`config.mk`:
```
export PLATFORM = sky130hd
export DESIGN_NAME = instr_packer
export DESIGN_NICKNAME = d
export VERILOG_FILES = /design/src/rtl/ddr_instr_pkg.sv /design/src/rtl/instr_slot_encode.sv /design/src/rtl/instr_packer.sv
export SDC_FILE = /design/constraint.sdc
export NUM_CORES = 2
export LEC_CHECK = 0
export CORE_AREA = 3 3 466 468
export CTS_BUF_LIST = sky130_fd_sc_hd__clkbuf_4 sky130_fd_sc_hd__clkbuf_8 sky130_fd_sc_hd__clkbuf_16
export CTS_CLUSTER_SIZE = 30
export DETAILED_ROUTE_END_ITERATION = 10
export DIE_AREA = 0 0 469 471
export PLACE_DENSITY = 0.46
export REMOVE_ABC_BUFFERS = 1
export SYNTH_ARGS = -nofsm -noshare
export SYNTH_HDL_FRONTEND = slang
export SYNTH_SLANG_ARGS = --single-unit
```
`constraint.sdc`:
```
create_clock -name clk -period 3.6 [get_ports clk]
set_input_delay 0.72 -clock clk [delete_from_list [all_inputs] [get_ports clk]]
set_output_delay 0.72 -clock clk [all_outputs]
set_load 0.05 [all_outputs]
```
`src/rtl/ddr_instr_pkg.sv`:
```
// Shared definitions for the DDR4 merged-word format: command codes, slot
// geometry and the bit offsets of each slot field.
package ddr_instr_pkg;

  localparam int SLOT_W    = 32;
  localparam int NUM_SLOTS = 4;

  // Command type codes as carried in slot bits [2:0].
  localparam logic [2:0] CMD_NOP = 3'd0;
  localparam logic [2:0] CMD_PRE = 3'd1;
  localparam logic [2:0] CMD_ACT = 3'd2;
  localparam logic [2:0] CMD_RD  = 3'd3;
  localparam logic [2:0] CMD_WR  = 3'd4;
  localparam logic [2:0] CMD_REF = 3'd5;
  localparam logic [2:0] CMD_ZQ  = 3'd6;
  localparam logic [2:0] CMD_INV = 3'd7;

  // Field offsets inside one 32-bit slot. Bits [31:24] are always zero.
  localparam int TYPE_LSB  = 0;
  localparam int BANK_LSB  = 3;
  localparam int BG_LSB    = 5;
  localparam int FIELD_LSB = 7;

  typedef logic [SLOT_W-1:0] slot_t;

endpackage

```
`src/rtl/instr_slot_encode.sv`:
```
// Combinational encoder: one DDR4 command's fields -> one 32-bit slot.
// Must stay bit-exact with the downstream command decoder.
module instr_slot_encode
  import ddr_instr_pkg::*;
#(
  parameter int BG_WIDTH   = 2,
  parameter int BANK_WIDTH = 2,
  parameter int COL_WIDTH  = 10,
  parameter int ROW_WIDTH  = 17
) (
  input  logic [2:0]            cmd_type,
  input  logic [BG_WIDTH-1:0]   cmd_bg,
  input  logic [BANK_WIDTH-1:0] cmd_bank,
  input  logic [ROW_WIDTH-1:0]  cmd_row,
  input  logic [COL_WIDTH-1:0]  cmd_col,
  input  logic                  cmd_pall,
  output slot_t                 slot
);

  // Build the slot; type 7 is not a real command and encodes as an all-zero NOP.
  always_comb begin
    slot = '0;
    if (cmd_type != CMD_INV) begin
      slot[TYPE_LSB +: 3]          = cmd_type;
      slot[BANK_LSB +: BANK_WIDTH] = cmd_bank;
      slot[BG_LSB +: BG_WIDTH]     = cmd_bg;
    end
    case (cmd_type)
      CMD_ACT:        slot[FIELD_LSB +: ROW_WIDTH] = cmd_row;
      CMD_RD, CMD_WR: slot[FIELD_LSB +: COL_WIDTH] = cmd_col;
      CMD_PRE:        slot[FIELD_LSB]              = cmd_pall;
      default:        ;
    endcase
  end

endmodule

```
`src/rtl/instr_packer.sv`:
```
// Packs single DDR4 commands into 640-bit merged words: four 32-bit slots in
// [127:0] and one burst of write data in [639:128].
//
// Handshakes: a transfer happens on a rising clk edge where valid && ready are
// both high; valid never depends on ready, and the payload on a valid port is
// held until the transfer. Here cmd_ready may depend on cmd_valid/cmd_type
// (a second WR must seal the current word first).
module instr_packer
  import ddr_instr_pkg::*;
#(
  parameter int          BG_WIDTH     = 2,
  parameter int          BANK_WIDTH   = 2,
  parameter int          COL_WIDTH    = 10,
  parameter int          ROW_WIDTH    = 17,
  parameter int          INSTR_WIDTH  = 128,
  parameter int          WDATA_WIDTH  = 512,
  parameter int          MERGED_WIDTH = 640,
  parameter int unsigned TIMEOUT      = 16
) (
  input  logic                    clk,
  input  logic                    rst,
  input  logic                    cmd_valid,
  output logic                    cmd_ready,
  input  logic [2:0]              cmd_type,
  input  logic [BG_WIDTH-1:0]     cmd_bg,
  input  logic [BANK_WIDTH-1:0]   cmd_bank,
  input  logic [ROW_WIDTH-1:0]    cmd_row,
  input  logic [COL_WIDTH-1:0]    cmd_col,
  input  logic                    cmd_pall,
  input  logic [WDATA_WIDTH-1:0]  cmd_wdata,
  input  logic                    flush,
  output logic [MERGED_WIDTH-1:0] out_data,
  output logic                    out_valid,
  input  logic                    out_ready,
  output logic                    busy
);

  localparam int IDLE_W = (TIMEOUT < 2) ? 1 : $clog2(TIMEOUT + 1);

  // Accumulator and output register state.
  slot_t [NUM_SLOTS-1:0]   slots_q, slots_d;
  logic [2:0]              cnt_q, cnt_d;
  logic [WDATA_WIDTH-1:0]  acc_wdata_q, acc_wdata_d;
  logic                    has_wr_q, has_wr_d;
  logic [IDLE_W-1:0]       idle_q, idle_d;
  logic [MERGED_WIDTH-1:0] out_data_q, out_data_d;
  logic                    out_valid_q, out_valid_d;

  slot_t      slot_enc;
  logic       out_free;
  logic       wr_conflict;
  logic       timeout_hit;
  logic       seal_req;
  logic       transfer;
  logic       accept;
  logic [2:0] cnt_base;

  instr_slot_encode #(
    .BG_WIDTH   (BG_WIDTH),
    .BANK_WIDTH (BANK_WIDTH),
    .COL_WIDTH  (COL_WIDTH),
    .ROW_WIDTH  (ROW_WIDTH)
  ) u_enc (
    .cmd_type (cmd_type),
    .cmd_bg   (cmd_bg),
    .cmd_bank (cmd_bank),
    .cmd_row  (cmd_row),
    .cmd_col  (cmd_col),
    .cmd_pall (cmd_pall),
    .slot     (slot_enc)
  );

  // Seal decision and command handshake; a word holds at most one WR burst.
  always_comb begin
    out_free    = !out_valid_q || out_ready;
    wr_conflict = cmd_valid && (cmd_type == CMD_WR) && has_wr_q;
    timeout_hit = (TIMEOUT != 0) && (idle_q == IDLE_W'(TIMEOUT));
    seal_req    = (cnt_q != 3'd0) &&
                  ((cnt_q == 3'(NUM_SLOTS)) || flush || timeout_hit || wr_conflict);
    transfer    = seal_req && out_free;
    cmd_ready   = transfer || ((cnt_q < 3'(NUM_SLOTS)) && !wr_conflict);
    accept      = cmd_valid && cmd_ready;
  end

  // Next accumulator: clear on transfer, then drop an accepted command into the next slot.
  always_comb begin
    slots_d     = transfer ? '0 : slots_q;
    cnt_base    = transfer ? 3'd0 : cnt_q;
    acc_wdata_d = transfer ? '0 : acc_wdata_q;
    has_wr_d    = transfer ? 1'b0 : has_wr_q;
    cnt_d       = cnt_base;
    if (accept) begin
      slots_d[cnt_base[1:0]] = slot_enc;
      cnt_d                  = cnt_base + 3'd1;
      if (cmd_type == CMD_WR) begin
        has_wr_d    = 1'b1;
        acc_wdata_d = cmd_wdata;
      end
    end
  end

  // Idle counter: restarts on any accept or when the accumulator is (or becomes) empty.
  always_comb begin
    idle_d = idle_q;
    if (accept || transfer || (cnt_q == 3'd0)) begin
      idle_d = '0;
    end else if (idle_q != IDLE_W'(TIMEOUT)) begin
      idle_d = idle_q + IDLE_W'(1);
    end
  end

  // Output register: load on transfer, drop valid once consumed, otherwise hold.
  always_comb begin
    out_data_d  = out_data_q;
    out_valid_d = out_valid_q;
    if (transfer) begin
      out_data_d  = {acc_wdata_q, slots_q};
      out_valid_d = 1'b1;
    end else if (out_ready) begin
      out_valid_d = 1'b0;
    end
  end

  // State registers with synchronous reset; reset discards partial and pending words.
  always_ff @(posedge clk) begin
    if (rst) begin
      slots_q     <= '0;
      cnt_q       <= '0;
      acc_wdata_q <= '0;
      has_wr_q    <= 1'b0;
      idle_q      <= '0;
      out_data_q  <= '0;
      out_valid_q <= 1'b0;
    end else begin
      slots_q     <= slots_d;
      cnt_q       <= cnt_d;
      acc_wdata_q <= acc_wdata_d;
      has_wr_q    <= has_wr_d;
      idle_q      <= idle_d;
      out_data_q  <= out_data_d;
      out_valid_q <= out_valid_d;
    end
  end

  assign out_data  = out_data_q;
  assign out_valid = out_valid_q;
  assign busy      = (cnt_q != 3'd0) || out_valid_q;

endmodule

```
==> impl_metrics.sql <==
INSERT INTO impl_metrics (metric_group, metric, value, unit) VALUES
('power_and_ir_drop', 'combinationalPowerShare', '7.5', '%'),
('floorplanning', 'design.die.area', '220900', 'sq um'),
('logic_synthesis', 'async_set_reset_flop_share_out_of_synthesis', '0', '%'),
('logic_synthesis', 'synth.area.mux_share', '0.2442', '%'),
('critical_path', 'setup.worst_path.start_class', 'flop', ''),
('placement', 'post-dp-hpwl', '137.5', 'mm'),
('power_and_ir_drop', 'leakage', '21.48', 'nW'),
('critical_path', 'cp_data_arrival_time', '2.59', 'ns'),
('logic_synthesis', 'synth_top_cells_by_area', 'sky130_fd_sc_hd__dfxtp_1 (57%), sky130_fd_sc_hd__nand2_1 (15%), sky130_fd_sc_hd__a21oi_1 (13%), sky130_fd_sc_hd__nand3_1 (6.3%), sky130_fd_sc_hd__clkbuf_1 (2.3%)', ''),
('floorplanning', 'core_region_area', '214000', 'sq um'),
('timing', 'final_report_hold_violation_count', '0', ''),
('placement', 'placement.io_buffers', '1194', ''),
('routing', 'vias_per_cell', '4.499', ''),
('logic_synthesis', 'postSynthAreaPerCell', '8.045', 'sq um'),
('logic_synthesis', 'most_area_hungry_cell_type_in_the_yosys_netlist', 'sky130_fd_sc_hd__dfxtp_1', ''),
('timing', 'post-route-min-period', '3.314', 'ns'),
('run', 'drv.max_cap_violation_count', '0', ''),
('logic_synthesis', 'synth_compound_gate_area_share', '15.56', '%'),
('floorplanning', 'die_h', '471', 'um'),
('critical_path', 'critical_path.slowest_cell', 'sky130_fd_sc_hd__clkdlybuf4s50_1', ''),
('routing', '1st_pass_router_iterations', '6', ''),
('floorplanning', 'rows', '170', ''),
('logic_synthesis', 'synth.yosys.warnings', '0', ''),
('timing', 'timing.final.max_slew_violations', '0', ''),
('clocking', 'post_cts_setup_buffer_count', '0', ''),
('timing', 'report.final.setup_viol', '0', ''),
('routing', 'first_iter_violations', '3081', ''),
('layout', 'final_design_area_no_fill', '66160', 'sq um'),
('placement', 'place_congestion', '0.8411', ''),
('logic_synthesis', 'postSynthRegisterBits', '1290', ''),
('logic_synthesis', 'netlist_instances', '5669', ''),
('floorplanning', 'starting_density_of_the_core', '21.31', '%'),
('placement', 'dpl_cell_area', '60830', 'sq um'),
('critical_path', 'timing.critical_path.to_type', 'primary output', ''),
('critical_path', 'criticalPathCategory', 'flop to primary output', ''),
('logic_synthesis', 'synth_sequential_area_ratio', '56.63', '%'),
('critical_path', 'timing.critical_path.fanout_max', '6', ''),
('layout', 'share_of_post_route_cells_with_drive_strength_above_1', '6.641', '%'),
('logic_synthesis', 'post_synth_num_cell_types', '47', ''),
('logic_synthesis', 'synth_fa_ha_area_share', '0.1920', '%'),
('routing', 'wire_per_inst', '20.24', 'um'),
('floorplanning', 'io-pin-count', '1195', ''),
('layout', 'fillerInstances', '22858', ''),
('global_route', 'via_count_of_the_first_global_routing_pass', '41767', ''),
('clocking', 'cts_buffers', '152', ''),
('power_and_ir_drop', 'power_internal', '25.04', 'mW'),
('timing', 'worst-slew-pin-transition', '0.8724', 'ns'),
('timing', 'finalCritPeriodShare', '92.06', '%'),
('critical_path', 'worst-path-buf-inv', '1', ''),
('timing', 'worst_hold_slack', '0.4035', 'ns'),
('critical_path', 'critPathRequiredTime', '2.88', 'ns'),
('clocking', 'numClockSinks', '1290', ''),
('power_and_ir_drop', 'power_density', '501.4', 'nW/um^2'),
('routing', 'detailroute.via_count', '43398', ''),
('layout', 'syn_to_final_growth', '45.07', '%'),
('routing', 'antenna_violating_nets_post_route', '0', ''),
('power_and_ir_drop', 'seq_power_share', '43.9', '%'),
('timing', 'max-slew-margin-rel', '41.84', '%'),
('logic_synthesis', 'synth-simple-area-share', '22.53', '%'),
('logic_synthesis', 'ys_dominant_reg_cell', 'sky130_fd_sc_hd__dfxtp_1', ''),
('logic_synthesis', 'post_synth_instance_area', '45600', 'sq um'),
('logic_synthesis', 'dominant_combinational_cell_family_by_area_after_synthesis', 'simple AND/OR/NAND/NOR gates', ''),
('status', 'outcome', 'complete, no violations', ''),
('clocking', 'clkSlewWorstSetupHoldPaths', '0.06', 'ns'),
('clocking', 'ctsRootBufferMaster', 'sky130_fd_sc_hd__clkbuf_16', ''),
('routing', 'finalWirelength', '195.2', 'mm'),
('floorplanning', 'die_width', '469', 'um'),
('global_route', 'grt_overflow', '0', ''),
('critical_path', 'critical-path-top-delay-family', 'buffers and inverters', ''),
('critical_path', 'cpPeakStageDelay', '0.75', 'ns'),
('power_and_ir_drop', 'pwr-share-clk', '48.6', '%');
==> power groups by stage <==
stage | registers (mW) | logic [mW] | clock network (mW)
after floorplan | 14.9 | 0.854 | 0
after global placement | 14.9 | 2.51 | 0
after detailed placement | 14.9 | 2.51 | 0
after CTS | 14.5 | 2.52 | 16.7
after global routing | 14.6 | 2.67 | 17.2
final | 14.5 | 2.49 | 16.1
==> metrics by stage <==
step / cells / utilization [%] / total power [mW] / setup TNS (ns) / setup slack, ns
after floorplan: 5167 / - / 15.80 / - / -27.50
after global placement: 9356 / 28.43 / 17.37 / -0.3247 / -0.08849
after detailed placement: 9356 / 28.43 / 17.37 / 0 / 0.01708
after CTS: 9629 / 30.90 / 33.72 / 0 / 0.2242
after global routing: 9643 / 30.92 / 34.45 / 0 / 0.2106
final: 9646 / 30.92 / 33.17 / 0 / 0.2859
==> sequential cells by signal, indices dropped and copies added (netlist names) <==
signal       flops
cnt_q            3
out_data       640
acc_wdata_q    512
slots_q        128
idle_q           5
has_wr_q         1
out_valid        1
==> kinds of logic (layout without fill, tap and decap cells) <==
family,after synthesis,count (layout)
fa+ha+maj,7,7
xor+xnor,3,3
flops,1290,1290
other cells,0,17
compound gates,1369,1369
mux,11,11
buf+inv,510,1632
simple gates,2479,2479
==> metal layers <==
metal | share of wire [%] | global-route usage [%] | vias up
met5 | 0.077 | 0 | -
met4 | 2.4 | 4.863 | 24
met3 | 9.0 | 5.952 | 248
met2 | 46 | 26.66 | 1457
met1 | 43 | 21.22 | 20759
li1 | - | - | 20910
==> layout by cell type, fill, tap and decap left out, drive strengths merged, types with 25 or more instances in the layout <==
master / instances
a21oi: 1214
and3: 25
buf: 159
clkbuf: 231
clkdlybuf4s50: 1192
dfxtp: 1290
nand2: 1815
nand3: 573
o211ai: 57
o21ai: 46
o22ai: 36
==> final timing paths <==
check	startpoint	endpoint	slack [ns]	cells after the start
worst max-delay path	cnt_q[1]	busy	0.29	3
worst min-delay path	rst	out_data[69]	0.40	2
worst max register to register	idle_q[0]	acc_wdata_q[122]	0.75	9
worst min register to register	slots_q[62]	out_data[62]	0.43	2
==> what timing repair did <==
item	in CTS	in global routing
gates resized for setup	1	0
hold buffers	0	0
endpoints found under the setup margin	1	0
==> area by class of cell <==
type                            count  area [sq um]  share of cell area (%)
Clock inverter                     42         618.1                  0.9342
Tap cell                         2838          3551                   5.367
Sequential cell                  1290         25820                   39.03
Timing Repair Buffer             1351         13800                   20.85
Clock buffer                      231          4662                   7.047
Multi-Input combinational cell   3869         17640                   26.66
Inverter                            8         30.03                 0.04539
Antenna cell                       17         42.54                 0.06430
Power figures use the tool's default switching activity.
